===== config.mk =====
export PLATFORM = sky130hd
export DESIGN_NAME = regfile_wb_arbiter
export DESIGN_NICKNAME = d
export VERILOG_FILES = /design/src/rtl/regfile_wb_arbiter.sv
export SDC_FILE = /design/constraint.sdc
export NUM_CORES = 1
export LEC_CHECK = 0
export BUFFER_PORTS_ARGS = -buffer_cell sky130_fd_sc_hd__buf_2
export CAP_MARGIN = 15
export CORE_MARGIN = 4
export CORE_UTILIZATION = 51
export DETAILED_ROUTE_END_ITERATION = 10
export GPL_TIMING_DRIVEN = 0
export PLACE_DENSITY_LB_ADDON = 0.12
export SYNTH_ARGS = -nofsm -noshare
export SYNTH_HDL_FRONTEND = slang
export SYNTH_SLANG_ARGS = --single-unit

===== constraint.sdc =====
create_clock -name Clock -period 2.3 [get_ports Clock]
set_input_delay 0.345 -clock Clock [delete_from_list [all_inputs] [get_ports Clock]]
set_output_delay 0.345 -clock Clock [all_outputs]
set_load 0.02 [all_outputs]

===== src/rtl/regfile_wb_arbiter.sv =====
// Round-robin arbiter sharing the register-file write port between ALU and load write-back, plus a RAW pending scoreboard.
// Optional forwarding outputs are enabled by defining REGFILE_WB_BYPASS_EN.
module regfile_wb_arbiter #(
    parameter int DATA_W = 32,
    parameter int ADDR_W = 5,
    parameter int CNT_W  = 16
) (
    input  logic              Clock,
    input  logic              Reset,
    input  logic              Req_Valid0,
    input  logic [ADDR_W-1:0] Req_Reg0,
    input  logic [DATA_W-1:0] Req_Data0,
    output logic              Req_Ready0,
    input  logic              Req_Valid1,
    input  logic [ADDR_W-1:0] Req_Reg1,
    input  logic [DATA_W-1:0] Req_Data1,
    output logic              Req_Ready1,
    input  logic              Issue_Valid,
    input  logic [ADDR_W-1:0] Issue_Reg,
    input  logic [ADDR_W-1:0] Read_Register1,
    input  logic [ADDR_W-1:0] Read_Register2,
    output logic              Busy1,
    output logic              Busy2,
`ifdef REGFILE_WB_BYPASS_EN
    output logic              Fwd_Hit1,
    output logic              Fwd_Hit2,
    output logic [DATA_W-1:0] Fwd_Data1,
    output logic [DATA_W-1:0] Fwd_Data2,
`endif
    output logic              Reg_Write,
    output logic [ADDR_W-1:0] Write_Register,
    output logic [DATA_W-1:0] Write_Data,
    output logic [CNT_W-1:0]  Wb_Count
);

    localparam int NREG = 2 ** ADDR_W;

    logic              last_grant;
    logic              grant0;
    logic              grant1;
    logic              any_grant;
    logic [ADDR_W-1:0] sel_reg;
    logic [DATA_W-1:0] sel_data;
    logic [NREG-1:0]   pending;
    logic [NREG-1:0]   pending_next;
    logic              sb_busy1;
    logic              sb_busy2;

    // On a tie the requester that did not win last time gets the port.
    always_comb begin
        grant0 = 1'b0;
        grant1 = 1'b0;
        if (!Reset) begin
            if (Req_Valid0 && Req_Valid1) begin
                grant0 = last_grant;
                grant1 = !last_grant;
            end else begin
                grant0 = Req_Valid0;
                grant1 = Req_Valid1;
            end
        end
    end

    assign Req_Ready0 = grant0;
    assign Req_Ready1 = grant1;
    assign any_grant  = grant0 | grant1;
    assign sel_reg    = grant1 ? Req_Reg1  : Req_Reg0;
    assign sel_data   = grant1 ? Req_Data1 : Req_Data0;

    // A commit clears its bit, but a same-edge issue to that register is a newer producer and wins.
    always_comb begin
        pending_next = pending;
        if (Reg_Write) begin
            pending_next[Write_Register] = 1'b0;
        end
        if (Issue_Valid && (Issue_Reg != '0)) begin
            pending_next[Issue_Reg] = 1'b1;
        end
    end

    always_ff @(posedge Clock) begin
        if (Reset) begin
            Reg_Write      <= 1'b0;
            Write_Register <= '0;
            Write_Data     <= '0;
            Wb_Count       <= '0;
            last_grant     <= 1'b1;
            pending        <= '0;
        end else begin
            if (any_grant) begin
                last_grant <= grant1;
            end
            Reg_Write <= any_grant && (sel_reg != '0);
            // Writes to $0 are consumed but never reach the register file.
            if (any_grant && (sel_reg != '0)) begin
                Write_Register <= sel_reg;
                Write_Data     <= sel_data;
            end
            if (Reg_Write) begin
                Wb_Count <= Wb_Count + CNT_W'(1);
            end
            pending <= pending_next;
        end
    end

    assign sb_busy1 = pending[Read_Register1] && (Read_Register1 != '0);
    assign sb_busy2 = pending[Read_Register2] && (Read_Register2 != '0);

`ifdef REGFILE_WB_BYPASS_EN
    // The value being written this cycle is forwarded, so decode need not stall on it.
    assign Fwd_Hit1  = Reg_Write && (Write_Register == Read_Register1) && (Read_Register1 != '0);
    assign Fwd_Hit2  = Reg_Write && (Write_Register == Read_Register2) && (Read_Register2 != '0);
    assign Fwd_Data1 = Fwd_Hit1 ? Write_Data : '0;
    assign Fwd_Data2 = Fwd_Hit2 ? Write_Data : '0;
    assign Busy1     = sb_busy1 && !Fwd_Hit1;
    assign Busy2     = sb_busy2 && !Fwd_Hit2;
`else
    assign Busy1     = sb_busy1;
    assign Busy2     = sb_busy2;
`endif

endmodule

# Yosys cells after proc, flatten, opt, wreduce, memory -nomap -nowiden
# Index checks and enable logic that the tools add are counted.
classes:
  addsub: 1
  n_lt_le_gt_ge: 6
  mux: 16
  bitwise: 4
  n_reduce_logical: 12
ops:
  columns: ["operator", "count"]
  rows:
  - ["32-bit two-way mux", 3]
  - ["32-bit bitwise AND", 1]
  - ["32-bit inverter", 1]
  - ["32-bit OR", 1]
  - ["5-bit by 6-bit less-than comparator with 1-bit output (second input constant)", 4]
  - ["5-bit nonzero test", 4]
  - ["16-bit by 1-bit adder with 16-bit output (second input constant)", 1]
  - ["1-bit binary-select mux with 5-bit select", 2]
  - ["1-bit demux with 5-bit select", 2]
  - ["5-bit by 1-bit >= comparator with 1-bit output (second input constant)", 2]
  - ["1-bit two-way mux", 8]
  - ["1-bit logical AND", 7]
  - ["5-bit two-way mux", 1]
  - ["1-bit zero test", 1]
  - ["1-bit OR", 1]
totals:
  ff_bits: 87
  inputBits: 94
  output_inout_bits: 58
  wordCells: 45

# Longest topological paths before layout
logic_depth:
  word_depth: 9
  ltp_mapped: 7
  depth_no_buf: 5

# Worst setup path before layout
# Ideal clock, no wire load.
synth_timing:
  path_kind: "input port to output port"
  startpoint: "in Read_Register1[2]"
  endpoint: "out Busy1"
  arrival_time_ns: 1.598
  required_ns: 1.955
  setup_slack_ns: 0.357
  path_stages: 5
  n_path_buf: 1
  path_cell_list: "clkbuf_1 > mux4_2 > mux2i_1 > nand3b_1 > and4_1"
synth_via:
  elab_chain_cells: 3
  elab_cells_between_ends: 4
  classes_between: "2 x mux; 2 x reduce/logical"
synth_rtl:
  columns: ["item", "line_no", "source"]
  rows:
  - ["start: declaration", "20", "input logic [ADDR_W-1:0] Read_Register1,"]
  - ["1-bit binary-select mux with 5-bit select", "106", "assign sb_busy1 = pending[Read_Register1] && (Read_Register1 != '0);"]
  - ["1-bit two-way mux (implied by the code)", "106", null]
  - ["1-bit logical AND (*)", "106", null]
  - ["end: declaration", "22", "output logic Busy1,"]
# Mark *: on every way between the ends. The rest lies on a longest branch, timed or not. The select of a mux whose other input is x is not followed.

# Worst setup path after layout
layout_timing:
  startpoint: "in Read_Register2[2]"
  endpoint: "out Busy2"
layout_via:
  elab_chain_cells: 3
  elab_cells_between_ends: 4
  classes_between: "2 x mux; 2 x reduce/logical"
layout_rtl:
  columns: ["item", "line_no", "source"]
  rows:
  - ["start: declaration", "21", "input logic [ADDR_W-1:0] Read_Register2,"]
  - ["1-bit binary-select mux with 5-bit select", "107", "assign sb_busy2 = pending[Read_Register2] && (Read_Register2 != '0);"]
  - ["1-bit two-way mux (implied by the code)", "107", null]
  - ["1-bit logical AND (*)", "107", null]
  - ["end: declaration", "23", "output logic Busy2,"]
# Marks and branches as above.

==> impl_metrics.yaml <==
clocking:
  numCtsBuffers: 9
  cts_setup_buffers: 0
  cts.clk_slew.worst_paths_ns: 0.09
  cts_sinks: 86
  h-tree-depth: 3
  cts_tree: "yes"
  clk_latency_ns: 0.36
  hold_buffers: 0
  root_buffer: "clkbuf_8"
  clk_path_buf_depth: 2
critical_path:
  critPathMaxFanout: 8
  critical_path_class: "in -> out"
  critPathArrivalTime_ns: 1.86
  start_kind: "input pin"
  cp.required_ns: 1.96
  cp-end-kind: "output pin"
outcome:
  status: "finished clean"
pwr:
  ir_worst_vdd_v: 0.0003482
  seqPwrFrac: 0.492
  p_clk_frac: 0.303
  total_power_w: 0.003290
  net-switching-power_w: 0.001037
  combPwrFrac: 0.205
  p_per_area_mw_per_mm2: 582.6
  p_int_w: 0.002253
  power.leakage_nw: 2.313
  netSwitchingFraction: 0.3151
placement:
  gp_congestion: 0.8459
  portBuffers: 147
  post-place-cells: 766
  hpwl_um: 9927
synth:
  synth_area_leader_cell: "dfxtp_1"
  netlist_instances: 511
  synth_edf_count: 0
  synth-seq-area-share: 0.3754
  syn_avg_cell_area_um2: 8.974
  ys_ff_latch: 86
  ys_async_sr_fraction: 0
  yosys_warnings: 0
  ys_types: 49
  synth.area.top_cells: "dfxtp_1 38%, mux2i_1 8.9%, mux4_2 6.9%, nand2_1 6.6%, o211ai_1 5.7%"
  synth_area_mm2: 0.004586
  synthFlopType: "dfxtp_1"
  syn_nets: 606
  yosysTopAreaCellShare: 0.3754
route:
  drtIter0Drc: 137
  dr.pass1.iters: 5
  wirelength_um: 12740
  wire_per_inst_um: 16.30
  via_count: 4511
  drc: 0
  via_per_inst: 5.769
  antenna_left: 0
sta:
  setup_viol: 0
  fmax_ghz: 0.4527
  period_share: 0.9603
  fin_tns_setup_ns: 0
  min_period_ns: 2.209
  slew_headroom: 0.3428
  clock_skew_ns: 0.008546
  tightest_slew_ns: 0.9837
  rsz0062_at_grt: "no"
  finalHoldViolations: 0
  drv_slew: 0
floorplan:
  row_count: 34
  initial_core_util: 0.5258
  io_pins: 152
  dieArea_mm2: 0.01057
  core_mm2: 0.008721
  die_y_um: 102.8
  die_w_um: 102.8
global_route:
  track_usage: 0.2459
  grt_overflow: 0
  grt_pass1_wl_um: 20710
  first_global_vias: 4427
  grt_max_degree: 17
  antenna_found_initial: 0
run:
  drv_cap: 0
layout:
  nNetsFinal: 764
  register_area_mm2: 0.001722
  layout_common_cells: "155 x buf_2, 86 x dfxtp_1, 81 x nand2_1, 41 x mux2i_1, 38 x or3_1"
  final_common_cell: "buf_2"
  multi_input_area_mm2: 0.002631
  layout-drive-gt1-share: 0.3042
  antenna_cells: 0
  nFillCells: 741
  final_cell_count_no_fill: 782
  area_growth_pct: 23.17
hold_path:
  hp-class: "in -> reg"
[cell usage after synthesis (6+ instances only)]
cell type	number
mux2i_1	41
a21oi_1	36
dfxtp_1	86
nor3_1	7
nor2_1	17
mux4_2	14
nand3b_1	11
buf_2	8
or3_1	38
xor2_1	6
clkbuf_1	23
nand2_1	81
o21ai_0	35
o211ai_1	35
nand3_1	6
nor3b_1	7
[through the flow]
step	setup slack, ns	util	cell area, um^2	hold slack, ns
2_1_floorplan	0.3572	-	4586	0.4598
3_3_place_gp	0.04082	0.6257	5456	0.4441
3_5_place_dp	0.02971	0.6257	5456	0.4497
4_1_cts	0.02653	0.6462	5635	0.2826
5_1_grt	0.04290	0.6476	5648	0.3035
6_report	0.09127	0.6476	5648	0.2935
[registers in the layout (all words and copies together) (netlist names)]
| name | count |
|---|---|
| last_grant | 1 |
| Write_Register | 5 |
| Wb_Count | 16 |
| Write_Data | 32 |
| pending | 31 |
| Reg_Write | 1 |
[final cells by class]
class / count / share of cell area
multi-input combinational: 382 / 0.4659
sequential: 86 / 0.3048
timing repair buffer: 147 / 0.1303
buffer: 39 / 0.04076
tap: 108 / 0.02393
clock buffer: 9 / 0.02193
clock inverter: 7 / 0.009747
inverter: 4 / 0.002658
[cell families after synthesis]
| logic type | after synthesis | share of synthesized area |
|---|---|---|
| AND/OR/NAND/NOR | 195 | 0.2246 |
| AO/OA/AOI/OAI | 119 | 0.1618 |
| flip-flops | 86 | 0.3754 |
| multiplexers | 57 | 0.1632 |
| buffers and inverters | 43 | 0.05321 |
| XOR/XNOR | 10 | 0.01910 |
| adder cells (fa/ha/maj) | 1 | 0.002728 |
[layer usage]
layer / wire length, um / global-route usage / part of all wire / vias up
met5: 0 / 0 / 0 / -
met3: 1286 / 0.06766 / 0.10 / 29
met4: 305 / 0.1036 / 0.024 / 0
met2: 6259 / 0.4176 / 0.49 / 202
li1: - / - / - / 2190
met1: 4891 / 0.2932 / 0.38 / 2090
[power by group through the flow]
stage	Sequential [W]	Clock [W]	Combinational (W)
after floorplan	0.00173	0	0.000341
after global placement	0.00165	0	0.000661
after detailed placement	0.00165	0	0.000676
after CTS	0.00162	0.00101	0.000676
after global routing	0.00163	0.00106	0.000737
final	0.00162	0.000996	0.000674
[worst max-delay path: stages]
cell      delay [ns]
clkbuf_1        0.36
mux4_2          0.57
mux2i_1         0.15
nand3b_1        0.09
and4_1          0.20
buf_2           0.15
[worst paths after layout]
path | startpoint | to | slack, ns | cells past startpoint
hold reg to reg | Write_Data[25] | Write_Data[25] | 0.46 | 2
setup / recovery | Read_Register2[2] | Busy2 | 0.09 | 6
hold / removal | Req_Data0[8] | Write_Data[8] | 0.29 | 3
setup reg to reg | Wb_Count[0] | Wb_Count[14] | 0.51 | 6
[what timing repair did]
item	in CTS	in global routing
gates resized for setup	0	4
hold endpoints to repair	0	0
setup endpoints to repair	0	3
Power figures use the tool's default switching activity.
